### config.mk
export PLATFORM = sky130hd
export DESIGN_NAME = otter_rf_write_arbiter
export DESIGN_NICKNAME = d
export VERILOG_FILES = /design/src/rtl/otter_rf_write_arbiter.sv
export SDC_FILE = /design/constraint.sdc
export NUM_CORES = 1
export LEC_CHECK = 0
export ABC_AREA = 0
export CAP_MARGIN = 20
export CORE_AREA = 2 2 96 98
export CTS_CLUSTER_DIAMETER = 120
export DETAILED_ROUTE_END_ITERATION = 16
export DIE_AREA = 0 0 98 100
export GPL_TIMING_DRIVEN = 0
export PLACE_DENSITY = 0.78
export RECOVER_POWER = 100
export SLEW_MARGIN = 20
export SYNTH_ARGS = -nofsm -noshare
export SYNTH_HDL_FRONTEND = slang
export SYNTH_SLANG_ARGS = --single-unit
### constraint.sdc
create_clock -name clk -period 1.85 [get_ports clk]
set_input_delay 0.2775 -clock clk [delete_from_list [all_inputs] [get_ports clk]]
set_output_delay 0.2775 -clock clk [all_outputs]
set_load 0.005 [all_outputs]
### src/rtl/otter_rf_write_arbiter.sv
// otter_rf_write_arbiter: shares the otter_rfile write port between writeback (A) and long-latency units (B)
module otter_rf_write_arbiter #(
    parameter int STARVE_LIMIT = 4
) (
    input  logic        clk,
    input  logic        rst,
    input  logic        a_valid,
    input  logic [4:0]  a_addr,
    input  logic [31:0] a_data,
    output logic        a_stall,
    input  logic        b_valid,
    input  logic [4:0]  b_addr,
    input  logic [31:0] b_data,
    output logic        b_ready,
    input  logic        res_valid,
    input  logic [4:0]  res_addr,
    output logic        res_ready,
    output logic [31:0] busy_mask,
    output logic        rf_w_en,
    output logic [4:0]  rf_w_addr,
    output logic [31:0] rf_w_data
);
    localparam int CW = $clog2(STARVE_LIMIT + 2);
    localparam logic [CW-1:0] LIM = CW'(STARVE_LIMIT);
    logic [CW-1:0] starve_cnt;
    logic          force_b, grant_a, grant_b, grant;
    logic [4:0]    g_addr;
    logic [31:0]   g_data, busy_next;
    always_comb begin
        force_b   = b_valid && (starve_cnt == LIM);
        grant_a   = a_valid && !force_b;
        grant_b   = !grant_a && b_valid;
        grant     = grant_a || grant_b;
        g_addr    = grant_a ? a_addr : b_addr;
        g_data    = grant_a ? a_data : b_data;
        a_stall   = a_valid && force_b;
        b_ready   = grant_b;
        res_ready = !busy_mask[res_addr];
        busy_next = busy_mask;
        if (res_valid && res_ready && res_addr != 5'd0)
            busy_next[res_addr] = 1'b1;
        // a completing B write retires its reservation, even one requested this cycle
        if (grant_b)
            busy_next[b_addr] = 1'b0;
        busy_next[0] = 1'b0;
    end
    always_ff @(posedge clk) begin
        if (rst) begin
            rf_w_en    <= 1'b0;
            rf_w_addr  <= 5'd0;
            rf_w_data  <= 32'd0;
            busy_mask  <= 32'd0;
            starve_cnt <= '0;
        end else begin
            rf_w_en   <= grant && (g_addr != 5'd0);
            busy_mask <= busy_next;
            if (grant) begin
                rf_w_addr <= g_addr;
                rf_w_data <= g_data;
            end
            if (!b_valid || grant_b)
                starve_cnt <= '0;
            else if (starve_cnt != LIM)
                starve_cnt <= starve_cnt + 1'b1;
        end
    end
endmodule
Yosys cells after proc, flatten, opt, wreduce, memory -nomap -nowiden --
Cells that the tools add are included.
Storage, ports and cells: input bits 84, output and inout bits 73, word-level logic and storage cells 44, bits in registers 73
Operators by class: add/subtract/negate cells 1, equal/unequal tests 2, bitwise gates (word level) 3, muxes and demuxes 10, reduce and logical (&&, ||, !) cells 18, $lt $le $gt $ge 4
Operators with widths (number):
- 2-to-1 mux 32 bit | 3
- bitwise AND 32 bit | 1
- inverter 32 bit | 1
- OR 32 bit | 1
- < comparator 5 x 6 -> 1 bit (second input constant) | 2
- demux 1 bit (select 5 bit) | 2
- >= comparator 5 x 1 -> 1 bit (second input constant) | 2
- nonzero test 5 bit | 2
- logical AND 1 bit | 9
- binary-select mux 1 bit (select 5 bit) | 1
- 2-to-1 mux 5 bit | 1
- zero test 1 bit | 4
- adder 3 x 1 -> 3 bit (second input constant) | 1
- == test 3 bit (second input constant) | 1
- 2-to-1 mux 1 bit | 3
- inequality test 3 bit (second input constant) | 1
- logical OR 1 bit | 2
- OR reduction 2 bit | 1

Longest topological paths before layout --
Gate-level depths: netlist of the first run.
word-level depth 8, gate-level depth with buffers 8, mapped depth without buffers 7

Least setup slack after synthesis of the first run --
Ideal clock, no wire load.
path kind in2out, start point input port res_addr[1], end point output port res_ready, required time 1572 ps, buffers on the path 2, cell stages on the path 5, setup slack 196 ps, arrival 1376 ps, cells stage by stage buf_4 buf_6 mux4_2 mux2_2 a31oi_1
On the way: cells in the longest elaborated chain, start to end 3
RTL lines:
- start, declared | line 16 | input logic [4:0] res_addr,
- binary-select mux 1 bit (select 5 bit) | line 38 | res_ready = !busy_mask[res_addr];
- 2-to-1 mux 1 bit (implied by the code) | line 38
- zero test 1 bit | line 38
- end, declared | line 17 | output logic res_ready,
Every way passes these cells. The select of a mux whose other input is x is not followed.

Final worst setup path of the first run --
start point register busy_mask[1], end point output port res_ready
On the way: cells in the longest elaborated chain, start to end 3
RTL lines:
- start, declared | line 18 | output logic [31:0] busy_mask,
- start signal, assigned | line 56 | busy_mask <= busy_next;
- binary-select mux 1 bit (select 5 bit) | line 38
- 2-to-1 mux 1 bit (implied by the code) | line 38
- zero test 1 bit | line 38
Every way passes these cells. The select of a mux whose other input is x is not followed.

==> impl_metrics.py, run 1 <==
metrics = {
    "status": {
        "run_status": "finished, violations left",
        "failing_checks": "negative setup slack",
    },
    "cells_and_area": {
        "synthToLayoutAreaGrowth_pct": 59.45,
        "finalInstanceArea_sq_um": 5722,
        "utilization": 0.6436,
        "drive_above_1_share": 0.1528,
        "layout.filler_cells": 757,
        "most_common_cell_after_layout_fill_and_taps_aside": "sky130_fd_sc_hd__clkdlybuf4s50_1",
        "mostFrequentLayoutCells": "sky130_fd_sc_hd__clkdlybuf4s50_1, sky130_fd_sc_hd__dfxtp_1, sky130_fd_sc_hd__dlygate4sd3_1",
        "antenna_cells_inserted": 0,
        "final_net_count": 671,
    },
    "worst_setup_path": {
        "worst_r2r_path_depth": 8,
        "cp_slowest_stage_delay_ns": 0.34,
        "worstPathCellList": "mux2_4 > a32o_2 > nand2b_1 > nand4_1 > a31oi_4 > buf_2",
        "cp_data_required_time_ns": 1.57,
        "dominant_delay_contributor_by_cell_family_on_the_critical_path": "compound AO/OA/AOI/OAI gates",
        "worstSetupEndpointType": "output pin",
        "critical-path-slowest-cell": "sky130_fd_sc_hd__dfxtp_2",
        "worst-setup-path-type": "reg -> out",
        "reg2reg_setup_slack_ns": 0.06,
        "worstReg2RegStart": "starve_cnt[0]$_SDFFE_PP0P_",
        "critical_path_buffers_and_inverters": 1,
        "cp.arrival_ns": 1.78,
        "regToRegEndpoint": "busy_mask[8]$_SDFF_PP0_",
        "crit_fanout": 3,
        "setup.worst_path.start_class": "register",
        "critical_path_depth": 6,
    },
    "clock_network": {
        "cts_buffers": 9,
        "worst_setup_hold_path_clk_slew_ns": 0.08,
        "clock_sinks": 72,
        "tritoncts": "yes",
        "clock-root-buffer": "sky130_fd_sc_hd__clkbuf_8",
        "cts-hold-fix-buffers": 0,
        "clk-insertion-delay-late_ns": 0.35,
        "cts_max_path_buffers": 2,
        "htree_levels": 3,
    },
    "placement": {
        "routabilityCongestion": 0.9248,
        "placed_cell_area_sq_um": 5229,
        "detailedPlace.worstSlack_ns": -1.066,
        "io_buffers": 150,
        "hpwlAfterDp_mm": 9.317,
    },
    "power": {
        "p_int_mw": 2.635,
        "power_density_nw_per_um2": 632.6,
        "clock_power_share": 0.337,
        "pwr-share-seq": 0.459,
        "worst_ir_drop_vdd_mv": 0.3456,
        "power_switching_mw": 0.9846,
        "p_sw_frac": 0.2720,
        "p_total_mw": 3.620,
        "pwr-share-comb": 0.203,
        "static_power_due_to_leakage_nw": 2.322,
    },
    "global_routing": {
        "grt_pass1_wl_mm": 19.57,
        "vias_in_the_first_global_route": 3914,
        "grt_usage": 0.2529,
        "grt_remaining_overflow": 0,
        "grt_antenna_before_repair": 0,
        "pin_count_of_the_biggest_net_entering_global_routing": 13,
    },
    "timing": {
        "relative_slew_margins": 0.5217,
        "finalWorstPathRequiredPeriod_ns": 2.062,
        "maxClockFrequency_ghz": 0.4850,
        "share_of_the_clock_period_used_by_the_worst_path_after_layout": 1.114,
        "finalClockSkew_ns": 0.007734,
        "whs_ns": 0.3376,
        "worst_slew_pin_slew_ns": 0.7175,
        "fin_ws_ns": -0.2118,
        "hold_viol": 0,
        "setup_viol": 42,
        "maxSlewViolCount": 0,
        "rsz0062_at_grt": "true",
    },
    "yosys": {
        "synthesis.instances": 408,
        "dominant_combinational_cell_family_by_area_after_synthesis": "compound AO/OA/AOI/OAI gates",
        "postSynthAreaPerCell_sq_um": 8.795,
        "yosys_most_used_dff": "sky130_fd_sc_hd__dfxtp_1",
        "yosys_warnings": 0,
        "yosys.area_share.adder": 0.006974,
        "yosys.cell_types.count": 50,
        "synth.cell_area_sq_um": 3588,
        "postSynthNetCount": 494,
        "synth_seq_cells": 72,
        "synth_mux_area_frac": 0.1506,
        "ys_seq_area_frac": 0.4017,
        "synth_edf_count": 0,
        "share_of_synthesized_cell_area_in_and_or_nand_and_nor_gates": 0.1928,
        "postSynth.asyncResetShare": 0,
        "synthXorXnorAreaFrac": 0,
        "synth_compound_gate_area_share": 0.1949,
    },
    "detailed_routing": {
        "drt_first_pass_iters": 4,
        "wl_mm": 12.73,
        "drc_errors": 0,
        "routed_via_density": 5.549,
        "vias": 3884,
        "number_of_drc_markers_in_iteration_0": 203,
        "post_drt_wl_per_cell_um": 18.18,
        "antenna_violating_nets_post_route": 0,
    },
    "floorplan": {
        "core_sq_um": 8890,
        "floorplan.initialDensity": 0.4037,
        "design.portCount": 157,
        "die_w_um": 98,
        "die-area_sq_um": 9800,
        "die_height_um": 100,
        "placement_rows": 35,
    },
    "hold_path": {
        "number_of_cells_on_the_worst_hold_path": 3,
        "hold_start": "a_valid",
        "timing.hold.worst.class": "in -> reg",
        "hold-path-endpoint": "starve_cnt[2]$_SDFFE_PP0P_",
    },
    "run": {
        "max_cap_viol_count": 0,
    },
}
## repair_timing
| item | in CTS | in global routing |
|---|---|---|
| gates cloned | 2 | 0 |
| resized for setup | 44 | 21 |
| setup endpoints to repair | 61 | 47 |
| setup buffers | 10 | 4 |
| pin swaps | 8 | 3 |
## stage by stage
stage | cells | setup TNS [ns]
after floorplan | 408 | 0
after global placement | 669 | -29.55
after detailed placement | 669 | -27.26
after CTS | 696 | -0.1671
after global routing | 700 | -7.646
final | 700 | -3.722
## registers in the layout, indices dropped and copies added (netlist names)
register	count
rf_w_en	1
busy_mask	31
rf_w_addr	5
starve_cnt	3
rf_w_data	32
## area by class of cell
type | instances | area [sq um] | share of cell area
Tap cell | 111 | 138.9 | 0.02427
Clock buffer | 9 | 123.9 | 0.02165
Clock inverter | 6 | 61.31 | 0.01072
Buffer | 34 | 203.9 | 0.03564
Multi-Input combinational cell | 296 | 2115 | 0.3696
Sequential cell | 72 | 1445 | 0.2526
Timing Repair Buffer | 166 | 1612 | 0.2817
Inverter | 6 | 22.52 | 0.003936
## worst max path at each step
stage | startpoint | endpoint
finish | busy_mask[1]$_SDFF_PP0_ | res_ready
global route | busy_mask[1]$_SDFF_PP0_ | res_ready
CTS | busy_mask[3]$_SDFF_PP0_ | res_ready
detailed placement | res_addr[3] | res_ready
global placement | res_addr[3] | res_ready
floorplan | res_addr[1] | res_ready
## power by group through the flow
| stage | Clock, mW | Combinational (mW) | Sequential [mW] |
|---|---|---|---|
| 6_report | 1.22 | 0.737 | 1.66 |
| 5_1_grt | 1.29 | 0.789 | 1.67 |
| 4_1_cts | 1.23 | 0.750 | 1.66 |
| 3_5_place_dp | 0 | 0.709 | 1.70 |
| 3_3_place_gp | 0 | 0.696 | 1.70 |
| 2_1_floorplan | 0 | 0.294 | 1.70 |
## worst register-to-register path: stages (launching register included)
cell and delay [ns]:
sky130_fd_sc_hd__dfxtp_1 0.33, sky130_fd_sc_hd__inv_2 0.08, sky130_fd_sc_hd__ha_4 0.16, sky130_fd_sc_hd__a21boi_4 0.06
sky130_fd_sc_hd__buf_4 0.16, sky130_fd_sc_hd__nand3b_1 0.22, sky130_fd_sc_hd__or3_4 0.43, sky130_fd_sc_hd__nor3_1 0.15
sky130_fd_sc_hd__nor3_1 0.07
## cells in the mapped netlist (all sizes together) (4+ instances only)
| master | instances | area, sq um |
|---|---|---|
| a211oi | 50 | 375.4 |
| a21oi | 19 | 95.09 |
| a31oi | 11 | 68.82 |
| buf | 19 | 107.6 |
| clkbuf | 15 | 56.30 |
| dfxtp | 72 | 1441 |
| inv | 6 | 22.52 |
| mux2 | 4 | 45.04 |
| mux2i | 45 | 450.4 |
| nand2 | 23 | 88.84 |
| nand2b | 4 | 25.02 |
| nand3 | 9 | 45.04 |
| nand3b | 7 | 52.55 |
| nor2 | 55 | 214.0 |
| nor2b | 4 | 25.02 |
| nor3 | 10 | 50.05 |
| nor3b | 5 | 53.80 |
| o21ai | 14 | 70.06 |
## cell families (layout without fill, tap and decap cells)
group / count (synthesis) / in the layout
AOI/OAI and AO/OA: 105 / 105
adders and majority gates: 2 / 2
buffers and inverters: 40 / 221
DFF: 72 / 72
muxes: 51 / 51
other: 1 / 1
and+or+nand+nor: 137 / 137
## routing by layer
layer,part of all wire,track usage,vias up
met1,0.38,0.2728,1788
met5,0,0,-
met4,0.031,0.1175,0
met2,0.49,0.4478,207
li1,-,-,1855
met3,0.10,0.08565,34
(Power assumes the default switching activity.)
==> run 2: changes to the inputs <==
--- a/config.mk
+++ b/config.mk
@@ -14,6 +14,7 @@
 export GPL_TIMING_DRIVEN = 0
 export PLACE_DENSITY = 0.78
 export RECOVER_POWER = 100
+export REMOVE_ABC_BUFFERS = 1
 export SLEW_MARGIN = 20
 export SYNTH_ARGS = -nofsm -noshare
 export SYNTH_HDL_FRONTEND = slang
==> run 2 against run 1 <==
Compared with the run above:
- the run still ends with negative setup slack left
- largest cell class unchanged
- final area decreased by 2.8%
- global-route usage decreased by 1.3 points
- worst setup slack got worse by 0.018 ns
- count of clock-buffer cells in the layout increased by 2
- hold slack improved by 0.063 ns
- cell count decreased by 3.4%
- via count decreased by 2.4%
==> impl_metrics.py, run 2 (synthesis results as in run 1) <==
metrics = {
    "placement": {
        "io_buffers": 155,
        "total_instance_count_after_detailed_placement": 643,
        "routabilityCongestion": 0.9242,
        "hpwlAfterDp_mm": 8.317,
    },
    "detailed_routing": {
        "antenna_violating_nets_post_route": 0,
        "routed_via_density": 5.605,
        "wl_mm": 11.77,
        "vias": 3789,
        "number_of_drc_markers_in_iteration_0": 165,
        "drt_first_pass_iters": 5,
        "post_drt_wl_per_cell_um": 17.41,
        "drc_errors": 0,
    },
    "cells_and_area": {
        "mostFrequentLayoutCells": "sky130_fd_sc_hd__clkdlybuf4s50_1, sky130_fd_sc_hd__dfxtp_1, sky130_fd_sc_hd__dlygate4sd3_1",
        "reg.largest.list": "rf_w_data: 32 flops, busy_mask: 31 flops, rf_w_addr: 5 flops",
        "layout.filler_cells": 758,
        "drive_above_1_share": 0.1274,
        "top_register": "rf_w_data",
        "most_common_cell_after_layout_fill_and_taps_aside": "sky130_fd_sc_hd__clkdlybuf4s50_1",
        "final_net_count": 646,
        "layout.cells.non_filler": 676,
        "synthToLayoutAreaGrowth_pct": 55.06,
        "largest_register_ff_count": 32,
        "antenna_cells_inserted": 0,
    },
    "clock_network": {
        "worst_setup_hold_path_clk_slew_ns": 0.08,
        "cts_max_path_buffers": 2,
        "cts_buffers": 9,
        "tritoncts": "yes",
        "htree_levels": 3,
        "clk-insertion-delay-late_ns": 0.35,
        "cts-hold-fix-buffers": 0,
        "clock_sinks": 72,
        "clock-root-buffer": "sky130_fd_sc_hd__clkbuf_8",
    },
    "timing": {
        "hold_viol": 0,
        "setup_viol": 14,
        "fin_ws_ns": -0.2296,
        "rsz0062_at_grt": "true",
        "finalWorstPathRequiredPeriod_ns": 2.080,
        "finalClockSkew_ns": 0.008189,
        "worst_slew_pin_slew_ns": 0.8431,
        "totalNegativeSetupSlack_ns": -0.7755,
        "maxSlewViolCount": 0,
        "maxClockFrequency_ghz": 0.4809,
        "relative_slew_margins": 0.4368,
        "share_of_the_clock_period_used_by_the_worst_path_after_layout": 1.124,
    },
    "floorplan": {
        "design.portCount": 157,
        "die_height_um": 100,
        "placement_rows": 35,
        "core_sq_um": 8890,
        "die_w_um": 98,
        "die-area_sq_um": 9800,
        "floorplan.initialDensity": 0.4037,
    },
    "worst_setup_path": {
        "worstSetupEndpointType": "output pin",
        "cp_data_required_time_ns": 1.57,
        "critical-path-slowest-cell": "sky130_fd_sc_hd__dfxtp_2",
        "critical_path_buffers_and_inverters": 1,
        "crit_fanout": 2,
        "setup.worst_path.start_class": "register",
        "worstPathCellList": "mux2_4 > a32o_2 > nand2b_1 > nand4_1 > a31oi_4 > buf_2",
        "cp.arrival_ns": 1.80,
        "worst-setup-path-type": "reg -> out",
        "cp_slowest_stage_delay_ns": 0.34,
        "dominant_delay_contributor_by_cell_family_on_the_critical_path": "compound AO/OA/AOI/OAI gates",
    },
    "power": {
        "worst_ir_drop_vdd_mv": 0.3525,
        "power_density_nw_per_um2": 626.3,
        "static_power_due_to_leakage_nw": 2.242,
    },
    "global_routing": {
        "grt_util_met1": 0.2715,
        "vias_in_the_first_global_route": 3814,
        "grt_usage": 0.2397,
        "globalRouteMet2Util": 0.4067,
        "grt_pass1_wl_mm": 18.72,
        "grt_antenna_before_repair": 0,
        "grt_remaining_overflow": 0,
        "globalRoute.busiestLayer": "met2",
        "use_met3": 0.09262,
        "pin_count_of_the_biggest_net_entering_global_routing": 75,
    },
    "hold_path": {
        "timing.hold.worst.class": "in -> reg",
    },
    "status": {
        "run_status": "finished, violations left",
        "failing_checks": "negative setup slack",
    },
    "run": {
        "max_cap_viol_count": 0,
    },
}
-- run 2: cell count changes in the layout (fill, tap and decap cells not counted), moves of 3 or more --
cell,before,now
sky130_fd_sc_hd__clkbuf_2,3,0
sky130_fd_sc_hd__dfxtp_2,3,6
sky130_fd_sc_hd__buf_2,11,4
sky130_fd_sc_hd__clkbuf_1,12,2
sky130_fd_sc_hd__dfxtp_1,69,66
sky130_fd_sc_hd__buf_6,3,0
-- run 2: cell type report --
class	instances	area [sq um]	area share
repair buffers	175	1718	0.3087
clock inverters	5	32.53	0.005847
flip-flops and latches	72	1449	0.2604
multi-input cells	296	2062	0.3706
clock buffers	11	141.4	0.02541
well taps	111	138.9	0.02496
inverters	6	22.52	0.004048
-- run 2: routing by layer --
| layer | share of wire | vias to the layer above |
|---|---|---|
| met3 | 0.11 | 18 |
| met5 | 0 | - |
| met1 | 0.37 | 1735 |
| met4 | 0.015 | 0 |
| li1 | - | 1812 |
| met2 | 0.50 | 224 |
-- run 2: final timing paths --
check | startpoint | end | slack (ns) | cells past startpoint
min reg2reg | busy_mask[18]$_SDFF_PP0_ | busy_mask[18]$_SDFF_PP0_ | 0.46 | 2
max | busy_mask[1]$_SDFF_PP0_ | res_ready | -0.23 | 6
max reg2reg | starve_cnt[1]$_SDFFE_PP0P_ | busy_mask[9]$_SDFF_PP0_ | -0.11 | 8
min | b_valid | starve_cnt[2]$_SDFFE_PP0P_ | 0.40 | 3
-- run 2: report_power, final --
group / switching [mW] / internal [mW]
Combinational: 0.312 / 0.383
Clock: 0.611 / 0.519
Sequential: 0.0398 / 1.62
Total: 0.963 / 2.52
-- run 2: what timing repair did --
item,in CTS,in global routing
gates resized for setup,52,13
buffers inserted,16,2
setup endpoints to repair,58,9
pin swaps,6,7
-- run 2: worst min-delay path: cells and delay by family --
family / cells / cell delay [ns]
simple gates: 2 / 0.20
buf+inv: 1 / 0.22
-- run 2: metrics by stage --
step | area [sq um] | hold WS, ns | util | worst slack (ns) | power [mW]
final | 5564 | 0.4008 | 0.6259 | -0.2296 | 3.485
after global placement | 5115 | 0.4523 | 0.5754 | -5.206 | 2.383
after floorplan | 3425 | 0.3466 | - | -1.909 | 1.920
after detailed placement | 5194 | 0.4525 | 0.5842 | -1.487 | 2.399
after global routing | 5564 | 0.4219 | 0.6259 | -0.2647 | 3.635
after CTS | 5564 | 0.3816 | 0.6259 | -0.1867 | 3.549
==> run 3: changes to the inputs <==
--- a/config.mk
+++ b/config.mk
@@ -8,7 +8,6 @@
 export ABC_AREA = 0
 export CAP_MARGIN = 20
 export CORE_AREA = 2 2 96 98
-export CTS_CLUSTER_DIAMETER = 120
 export DETAILED_ROUTE_END_ITERATION = 16
 export DIE_AREA = 0 0 98 100
 export GPL_TIMING_DRIVEN = 0
==> results of run 3 <==
Final layout, timing and power as in run 2 (identical DEF).
